==> config.mk <==
export PLATFORM = sky130hd
export DESIGN_NAME = booth_pp_accumulator
export DESIGN_NICKNAME = d
export VERILOG_FILES = /design/src/rtl/booth_pkg.sv /design/src/rtl/booth_pp_align.sv /design/src/rtl/booth_pp_accumulator.sv
export SDC_FILE = /design/constraint.sdc
export NUM_CORES = 1
export LEC_CHECK = 0
export ABC_AREA = 1
export CORE_MARGIN = 10
export CORE_UTILIZATION = 55
export DETAILED_ROUTE_END_ITERATION = 10
export PLACE_DENSITY = 0.78
export SLEW_MARGIN = 20
export SYNTH_ARGS = -nofsm -noshare
export SYNTH_HDL_FRONTEND = slang
export SYNTH_SLANG_ARGS = --single-unit
==> constraint.sdc <==
create_clock -name clk -period 4.5 [get_ports clk]
set_input_delay 0.9 -clock clk [delete_from_list [all_inputs] [get_ports clk]]
set_output_delay 0.9 -clock clk [all_outputs]
set_load 0.02 [all_outputs]
==> src/rtl/booth_pkg.sv <==
// Shared constants and FSM state type for the Booth partial-product accumulator.
// Ports: none (package only).
// Widths: 34-bit partial products, 64-bit product; up to 17 partial products per operation.
package booth_pkg;

   localparam int PP_W         = 34;
   localparam int PROD_W       = 64;
   localparam int NPP_UNSIGNED = 17;
   localparam int NPP_SIGNED   = 16;
   localparam int IDX_W        = 5;

   typedef enum logic [1:0] {
      ST_IDLE = 2'd0,
      ST_ACC  = 2'd1,
      ST_DONE = 2'd2
   } state_t;

endpackage

==> src/rtl/booth_pp_align.sv <==
// Aligns one radix-4 Booth partial product to its weight: term = (sext64(pp_data) + pp_neg) << 2*idx.
// Latency: purely combinational. Backpressure: none.
// Ports: pp_data/pp_neg (raw partial product and negate bit), idx (digit position), term (aligned 64-bit value).
module booth_pp_align
   import booth_pkg::*;
(
   input  logic [PP_W-1:0]   pp_data,
   input  logic              pp_neg,
   input  logic [IDX_W-1:0]  idx,
   output logic [PROD_W-1:0] term
);

   logic [PROD_W-1:0] pp_ext;
   logic [PROD_W-1:0] neg_ext;
   logic [5:0]        shamt;

   always_comb begin
      pp_ext  = {{(PROD_W-PP_W){pp_data[PP_W-1]}}, pp_data};
      neg_ext = {{(PROD_W-1){1'b0}}, pp_neg};
      // Radix-4 digit i carries weight 4^i.
      shamt   = {idx, 1'b0};
      // The +1 of the two's-complement negation is added at the same weight as the digit.
      term    = (pp_ext << shamt) + (neg_ext << shamt);
   end

endmodule

==> src/rtl/booth_pp_accumulator.sv <==
// Accumulates 16 (signed) or 17 (unsigned) radix-4 Booth partial products into a 64-bit product.
// Latency: product valid the cycle after the last pp handshake; held in DONE until prod handshake.
// Backpressure: pp_ready=0 while a product waits, so a new operation starts only after the prod handshake.
// Ports: clk, rst_n (async active-low); pp_valid/pp_ready/pp_data/pp_neg/pp_sign (partial-product input);
//        prod_valid/prod_ready/prod_data (product output); flush (only when BOOTH_ACC_FLUSH_EN is defined).
module booth_pp_accumulator
   import booth_pkg::*;
(
   input  logic              clk,
   input  logic              rst_n,
`ifdef BOOTH_ACC_FLUSH_EN
   input  logic              flush,
`endif
   input  logic              pp_valid,
   output logic              pp_ready,
   input  logic [PP_W-1:0]   pp_data,
   input  logic              pp_neg,
   input  logic              pp_sign,
   output logic              prod_valid,
   input  logic              prod_ready,
   output logic [PROD_W-1:0] prod_data
);

   state_t            state;
   logic [PROD_W-1:0] acc;
   logic [IDX_W-1:0]  idx;
   logic              sign_q;

   logic              flush_act;
   logic              pp_hs;
   logic              prod_hs;
   logic              op_sign;
   logic [IDX_W-1:0]  cur_idx;
   logic [IDX_W-1:0]  last_idx;
   logic              last_pp;
   logic [PROD_W-1:0] term;

`ifdef BOOTH_ACC_FLUSH_EN
   assign flush_act = flush;
`else
   assign flush_act = 1'b0;
`endif

   assign pp_ready   = (state != ST_DONE) && !flush_act;
   assign prod_valid = (state == ST_DONE);
   // acc is frozen in DONE, so it can drive the product directly.
   assign prod_data  = acc;

   assign pp_hs   = pp_valid && pp_ready;
   assign prod_hs = prod_valid && prod_ready;

   // The first partial product uses the live pp_sign; later ones use the latched copy.
   assign op_sign  = (state == ST_IDLE) ? pp_sign : sign_q;
   assign cur_idx  = (state == ST_IDLE) ? '0 : idx;
   assign last_idx = op_sign ? IDX_W'(NPP_SIGNED - 1) : IDX_W'(NPP_UNSIGNED - 1);
   assign last_pp  = (cur_idx == last_idx);

   booth_pp_align u_align (
      .pp_data (pp_data),
      .pp_neg  (pp_neg),
      .idx     (cur_idx),
      .term    (term)
   );

   always_ff @(posedge clk or negedge rst_n) begin
      if (!rst_n) begin
         state  <= ST_IDLE;
         acc    <= '0;
         idx    <= '0;
         sign_q <= 1'b0;
      end else if (flush_act) begin
         state <= ST_IDLE;
         acc   <= '0;
         idx   <= '0;
      end else begin
         case (state)
            ST_IDLE: begin
               // At least 16 products per operation, so index 0 is never the last one.
               if (pp_hs) begin
                  sign_q <= pp_sign;
                  acc    <= term;
                  idx    <= IDX_W'(1);
                  state  <= ST_ACC;
               end
            end
            ST_ACC: begin
               if (pp_hs) begin
                  acc <= acc + term;
                  if (last_pp) begin
                     // idx stays put so it never exceeds 16.
                     state <= ST_DONE;
                  end else begin
                     idx <= idx + IDX_W'(1);
                  end
               end
            end
            ST_DONE: begin
               if (prod_hs) begin
                  state <= ST_IDLE;
                  idx   <= '0;
               end
            end
            default: begin
               state <= ST_IDLE;
               idx   <= '0;
            end
         endcase
      end
   end

endmodule

==> summary.txt, run 1 <==
#FFs+latches synth - 72
DP Wirelength - 58,490 um
Last step reached - global routing
Hold-fix buffer count after cts - 0
Main combinational cell family by area after synthesis - simple AND/OR/NAND/NOR gates
CTS max path bufs - 2
Mapped Cells - 2,731
Unique cell type count in the Yosys netlist - 54
Gr ovfl total - 6
GRT Resource Usage Total - 73.36%
Chip Height - 184.8 um
Initial Util - 55.71%
Rows - 60
Fraction of the mapped netlist area in simple logic gates - 43.33%
Number of H-tree levels - 3
First-pass GRT wire length - 190,300 um
Syn Area/Cell - 5.467 um2
Multiplexer share of the synthesized area - 0.6034%
Status - aborted with a tool error
Post-Synth XOR/XNOR Area - 5.036%
Ys Warns - 0
Mapped Nets - 2,877
Vias in the first global route - 31,010
Clk root buf - clkbuf_16
CTS Sinks - 72
Run Error - [ERROR GRT-0116] Global routing finished with congestion. Check the congestion regions in the DRC Viewer.
GPL Wtd Cong - 1.154
Synth Area in Compound Gates - 17.69%
DIE WIDTH - 184.8 um
Cell area after synthesis - 14,930 um2
I/O Pins - 106
Register area share after synthesis - 12.07%
CTS Buf Count - 9
Largest net degree at the start of global routing - 90
Post-synth EDFFs - 0
Adder-cell share of the synthesized area - 8.933%
I/O Buffers - 105
Post-synth ARST share - 100.0%
Top_reg_cell synth - dfrtp_1
[cells by family after synthesis]
family | Yosys count
buffers and inverters | 473
DFF | 72
muxes | 9
AOI/OAI and AO/OA | 480
xor gates and xnor gates | 85
adders and majority gates | 106
and+or+nand+nor | 1506
[timing repair]
action / 4_1_cts
gates cloned: 3
gates resized for setup: 599
endpoints found under the setup margin: 56
buffers inserted: 127
pin swaps: 234
[cells in the mapped netlist (all sizes together), types with 5 or more instances]
cell type / n / share of area, %
o22ai: 6 / 0.25
ha: 105 / 8.8
dfrtp: 72 / 12
a211oi: 6 / 0.30
o211ai: 10 / 0.50
clkbuf: 35 / 0.88
nand3: 269 / 9.5
xnor2: 24 / 1.5
o21bai: 15 / 0.78
a21o: 5 / 0.25
xor2: 61 / 3.6
a31oi: 42 / 1.8
a21oi: 190 / 6.5
buf: 34 / 1.3
mux2i: 9 / 0.60
nand2: 762 / 19
nor3: 40 / 1.4
nand4: 46 / 2.0
nor4: 7 / 0.29
o21a: 7 / 0.35
o21ai: 184 / 6.2
inv: 402 / 10
and2: 17 / 0.71
nor2: 357 / 9.7
[stage by stage]
stage               TNS, ps  utilization (%)  area, um2  setup slack, ps  cells
CTS                  -26300            93.20      24980           -819.8   3907
global placement     -72660            79.92      21420            -2038   3768
detailed placement   -79540            79.92      21420            -2150   3768
floorplan            -851.1                -      15300           -123.9   2731
[per-layer routing]
metal  GRT usage [%]  GRT overflow
met1           70.75             0
met4           68.79             2
met2           86.56             4
met3           67.28             0
met5           37.27             0
==> run 2, diff against run 1 <==
- CORE_UTILIZATION: 55 -> 40
- PLACE_DENSITY: 0.78 -> default
- PLACE_DENSITY_LB_ADDON: default -> 0.15
- clock period: 4.5 -> 5.9 ns (I/O delays scaled with it)
==> run 2 against run 1 <==
The flow now finishes without violations; synthesized cell count is the same; area after synthesis stayed put.
==> summary.txt, run 2 <==
Status - finished clean
R2r setup slk - 260 ps
Mapped Cells - 2,731
Vias in the first global route - 20,450
First-pass GRT wire length - 113,600 um
Rel. slew slack - 46.32%
Hold path cells - 2
Initial antenna violation count - 1
Remaining antenna violation count - 0
Pwr Density - 690.3 nW/um2
I/O Pins - 106
CP Launch Type - input pin
Gr ovfl total - 0
Layout fillers - 3,226
Post-layout utilization of the core - 67.76%
DIE WIDTH - 213.2 um
Unique cell type count in the Yosys netlist - 54
Most common cell after layout, fill and taps aside - buf_4
Worst path slowest cell - clkdlybuf4s50_1
Area leader, netlist - nand2_1
Setup-failing EPs final - 0
Hold wc startpoint - prod_data[2]$_DFFE_PN0P_
Total Neg Setup Slack - 0 ps
Rows - 70
Final Hold Viols - 0
Syn Area/Cell - 5.467 um2
Clk_skew - 10.82 ps
Final instance area - 24,870 um2
Post-synth top cells - 754 x nand2_1, 387 x inv_1, 331 x nor2_1
Post-Route WL - 77,220 um
Main area contributors after synthesis - nand2_1 19%, dfrtp_1 12%, inv_1 9.7%, ha_1 8.8%, nand3_1 8.5%
Ys Warns - 0
Most common cell in the netlist - nand2_1
Most frequent cells in the layout - 687 x buf_4, 662 x nand2_1, 345 x inv_1
Post-synth EDFFs - 0
CTS Buf Count - 9
FMAX - 171.4 MHz
Crit-path max cell delay - 470 ps
Largest fanout on the critical path - 5
Max reg flops - 64
Full die area - 45,450 um2
Hold-fix buffer count after cts - 0
CTS max path bufs - 2
Area occupied by multi-input gates - 14,080 um2
Post-synth top area share - 18.96%
Crit Path Class - input pin to register
Net count, final - 3,634
Routed vias/inst - 5.474
Cell area after synthesis - 14,930 um2
Drt drc - 0
Fin crit period - 5834 ps
Max VDD drop - 0.3405 mV
Worst Tran Pin Value - 796.8 ps
Chip Height - 213.2 um
Core box area - 36,700 um2
Initial Util - 40.69%
Via total after detailed routing - 21,680
Clk root buf - clkbuf_16
GRT Resource Usage Total - 32.15%
Layout cells sized above 1 - 37.68%
RR Endpoint - prod_data[55]$_DFFE_PN0P_
I/O Buffers - 105
Storage element area - 1802 um2
Static leakage - 12.55 nW
Initial drt markers - 1,999
CTS Sinks - 72
Tightest Hold Check Type - register to register
Largest net degree at the start of global routing - 73
GPL Wtd Cong - 1.035
Placed Area - 21,260 um2
Worst reg-to-reg path cell count - 37
Register area share after synthesis - 12.07%
Antenna Cells - 0
Clk slew on worst S/H paths - 70 ps
Layout area overhead - 66.54%
Worst-skew pair later-pin latency - 360 ps
Number of H-tree levels - 3
Final period util - 98.88%
CP dominant cell by count - inv_1
Fin Hold WS - 524.8 ps
DR pass1 iterations - 5
Final Max Slew Viols - 0
DP Wirelength - 62,330 um
Hold EP - prod_data[2]$_DFFE_PN0P_
Post-synth ARST share - 100.0%
Avg WL per Cell - 19.49 um
Mapped Nets - 2,877
R2R Path Start - state[0]$_DFFE_PN0P_
CTS tree - yes
#FFs+latches synth - 72
Top_reg_cell synth - dfrtp_1
WP data arrival - 6080 ps
CP Capture Type - register
Max cap viols - 0
WP data required - 6140 ps
## run 2: kinds of logic after synthesis
| group | Yosys count | share of synthesized area, % |
|---|---|---|
| AO/OA/AOI/OAI | 480 | 17.69 |
| AND/OR/NAND/NOR | 1506 | 43.33 |
| flip-flops | 72 | 12.07 |
| multiplexers | 9 | 0.6034 |
| XOR/XNOR | 85 | 5.036 |
| adder cells (fa/ha/maj) | 106 | 8.933 |
| buffers and inverters | 473 | 12.34 |
## run 2: metrics by stage
stage | power [W] | worst slack, ps | cells
after floorplan | 0.007257 | 845.3 | 2731
after global placement | 0.01353 | -1151 | 3889
after detailed placement | 0.01366 | -1099 | 3889
after CTS | 0.01501 | -2.367 | 3920
after global routing | 0.01826 | -124.8 | 3961
final | 0.01716 | 66.05 | 3961
## run 2: power breakdown
group / leakage [nW] / switching (W) / internal [W]
combinational: 11.6 / 0.00835 / 0.00711
sequential: 0.858 / 0.000392 / 0.000733
clock: 0.138 / 0.000253 / 0.000326
## run 2: worst max-delay path: cells and delay by family
family	cells	cell delay, ps
adder cells (fa/ha/maj)	2	550
AND/OR/NAND/NOR	15	1700
buffers and inverters	13	1600
multiplexers	2	380
XOR/XNOR	1	160
AO/OA/AOI/OAI	4	480
## run 2: how the worst max path moves through the flow
stage / depth (start not counted) / end / from
3_3_place_gp: 36 / prod_data[58]$_DFFE_PN0P_ / pp_data[0]
2_1_floorplan: 35 / prod_data[50]$_DFFE_PN0P_ / pp_data[6]
3_5_place_dp: 33 / prod_data[58]$_DFFE_PN0P_ / pp_data[10]
4_1_cts: 43 / prod_data[61]$_DFFE_PN0P_ / pp_data[8]
5_1_grt: 35 / prod_data[53]$_DFFE_PN0P_ / pp_data[24]
6_report: 37 / prod_data[55]$_DFFE_PN0P_ / pp_data[24]
## run 2: timing repair
item | in CTS | in global routing
setup buffers | 15 | 41
resized for setup | 216 | 511
endpoints found under the setup margin | 37 | 44
pin swaps | 51 | 195
## run 2: final cells by class
type                    count  share of cell area, %
multi-input cells        2186                  56.61
repair buffers            815                  26.49
flip-flops and latches     72                  7.246
inverters                 404                  6.129
well taps                 468                  2.355
clock buffers              10                 0.9208
clock inverters             6                 0.2415
## run 2: metal layers
| metal | global-route usage (%) | up-vias | part of all wire (%) |
|---|---|---|---|
| met5 | 0 | - | 0.017 |
| met4 | 14.32 | 2 | 4.9 |
| met3 | 4.267 | 191 | 7.6 |
| met2 | 52.08 | 906 | 45 |
| met1 | 41.78 | 10170 | 43 |
| li1 | - | 10420 | - |
Note: power is estimated with default switching activity, not from simulation.
==> variant, RTL diff (config.mk and constraints of run 2) <==
Re-encode `state_t` (3 states) as one-hot, 3 bits wide.
--- a/src/rtl/booth_pkg.sv
+++ b/src/rtl/booth_pkg.sv
@@ -10,8 +10,8 @@
    localparam int IDX_W        = 5;
 
-   typedef enum logic [1:0] {
-      ST_IDLE = 2'd0,
-      ST_ACC  = 2'd1,
-      ST_DONE = 2'd2
+   typedef enum logic [2:0] {
+      ST_IDLE = 3'b001,
+      ST_ACC  = 3'b010,
+      ST_DONE = 3'b100
    } state_t;
 
Formal check against the unedited RTL: same outputs for any inputs over 4 cycles, from zero or initial values and one cycle with rst_n low; so few cycles prove little.
==> variant against run 2 <==
Register-to-register slack got worse by 0.11 ns; sequential cell count increased by 1; wire length increased by 4.3%; worst setup slack improved by 0.063 ns; core utilization about the same; count of clock-buffer cells in the layout unchanged; power decreased by 26%; synthesized area increased by 1.7%; cell area increased by 2.3%; critical path depth unchanged; critical path type unchanged; largest cell class unchanged; highest routed layer is now met4.
==> variant: results (changes against run 2) <==
Cells and area
  – # nets final: 3730 (+2.6%)
  – Final non-filler cell total: 4100 (+3.5%)
  – N_diodes: 0 (unchanged)
  – Largest register FFs: 64 (unchanged)
  – Share of cells above drive strength 1: 38.2% (+0.55 points)

Drt
  – Vias: 22517 (+3.8%)
  – Met2 wire length: 36.9 mm (+6.4%)
  – Max Used Layer: met4
  – Routed Antenna Nets: 0 (unchanged)
  – Drt first pass iters: 7 (+2)
  – Met3 WL: 6.46 mm (+9.5%)
  – Metal-1 WL: 33.7 mm (+2.5%)
  – WL/cell: 19.6 um (+0.77%)
  – DRT iter0 DRCs: 2238 (+12%)

Global route
  – Met3 usage: 4.97% (+0.71 points)
  – First-pass GRT wire length: 118 mm (+4.2%)
  – GR met1 Demand/Resource: 41.6% (-0.18 points)
  – Global route overflow: 0 (unchanged)
  – Largest net degree at the start of global routing: 74 (+1.4%)
  – Antenna violations before repair: 0 (-1)
  – Met2 usage: 52.8% (+0.71 points)
  – Vias in the first global route: 20961 (+2.5%)
  – All-Layer GR Usage: 32.1% (-0.085 points)

Outcome
  – Status: completed

STA
  – Worst Tran Pin Value: 0.881 ns (+0.0847 ns)
  – Final setup vio count: 0 (unchanged)
  – Final clock skew: 0.0151 ns (+0.00431 ns)

Placement
  – RePlAce Congestion: 1.02 (-1.2%)
  – Hpwl dp: 63.8 mm (+2.4%)
  – Count of input and output buffers: 105 (unchanged)
  – DP Area: 21700 um2 (+1.9%)
  – Placed insts: 4014 (+3.2%)
  – Worst slack, placed: -1.14 ns (-0.0406 ns)

Setup path
  – Critical path fanouts, max: 5 (unchanged)
  – CP delay by family, top: simple AND/OR/NAND/NOR gates
  – Crit path DAT: 6.04 ns (-0.04 ns)
  – CP max stage delay: 0.30 ns (-0.17 ns)
  – CP max stage cell: dlygate4sd2_1

Clock tree
  – Root Buffer: clkbuf_16
  – Num CTS Buffers: 9 (unchanged)
  – H-tree levels: 3 (unchanged)
  – Clk pin slew, worst setup/hold paths: 0.07 ns (about the same)
  – CTS Buffer Depth: 2 (unchanged)
  – Skew-Pair Late Insertion Delay: 0.38 ns (+0.02 ns)
  – PostCTS Resize Cnt: 179 (-17%)
  – Postcts setup bufs: 19 (+4)

Yosys
  – Most instantiated cells after synthesis: nand2_1 (777), inv_1 (409), nor2_1 (320)
  – Syn Inst Count: 2795 (+2.3%)
  – Top FF cell, synth: dfrtp_1
  – Synth warn: 0 (unchanged)
  – Synth top area cells: nand2_1 (19%), dfrtp_1 (12%), inv_1 (10%)
  – Sequential element share of the synthesized area: 12.0% (-0.026 points)
  – Count of cell types in the netlist: 53 (-1.9%)
  – Async set-reset flop share out of synthesis: 100% (unchanged)
  – Net count after synthesis: 2941 (+2.2%)

Pwr
  – Peak supply drop: 0.295 mV (-13%)
  – Static Leak: 12.9 nW (+2.9%)

Hold path
  – Hold Crit Class: reg2reg
## variant: worst reg2reg max path: cells and delay by family (launching register included)
kind,cells,cell delay [ns]
DFF,1,0.56
and+or+nand+nor,17,1.64
adders and majority gates,3,0.67
AOI/OAI and AO/OA,8,1.12
xor gates and xnor gates,2,0.33
buffers and inverters,11,1.33
## variant: final cells by class
type / count / area, um2
clock inverter: 6 / 68.8
sequential: 73 / 1830
tap: 511 / 639
multi-input combinational: 2217 / 14200
fill: 3394 / 12100
clock buffer: 10 / 229
inverter: 428 / 1620
timing repair buffer: 855 / 6840
## variant: kinds of logic after synthesis
| logic type | count (synthesis) | share of synthesized area, % |
|---|---|---|
| muxes | 6 | 0.404 |
| buffers and inverters | 505 | 13.1 |
| DFF | 73 | 12.0 |
| and+or+nand+nor | 1553 | 44.0 |
| xor gates and xnor gates | 76 | 4.38 |
| AOI/OAI and AO/OA | 476 | 17.3 |
| adders and majority gates | 106 | 8.79 |
## variant: report_power, final
| group | total [W] | internal, W | leakage (nW) | switching [W] |
|---|---|---|---|---|
| Combinational | 0.0110 | 0.00502 | 11.9 | 0.00599 |
| Sequential | 0.00109 | 0.000742 | 0.898 | 0.000348 |
| Clock | 0.000599 | 0.000329 | 0.143 | 0.000269 |
| Total | 0.0127 | 0.00609 | 12.9 | 0.00661 |
## variant: worst paths after layout
check | slack (ns) | from | to | cells after the start
max | 0.13 | pp_neg | prod_data[43] | 37
min | 0.52 | prod_data[3] | prod_data[3] | 2
max reg2reg | 0.15 | state[0] | prod_data[43] | 41
min reg2reg | 0.52 | prod_data[3] | prod_data[3] | 2
max in group asynchronous | 4.51 | rst_n | prod_data[53] | 1
min in group asynchronous | 0.85 | rst_n | state[2] | 1
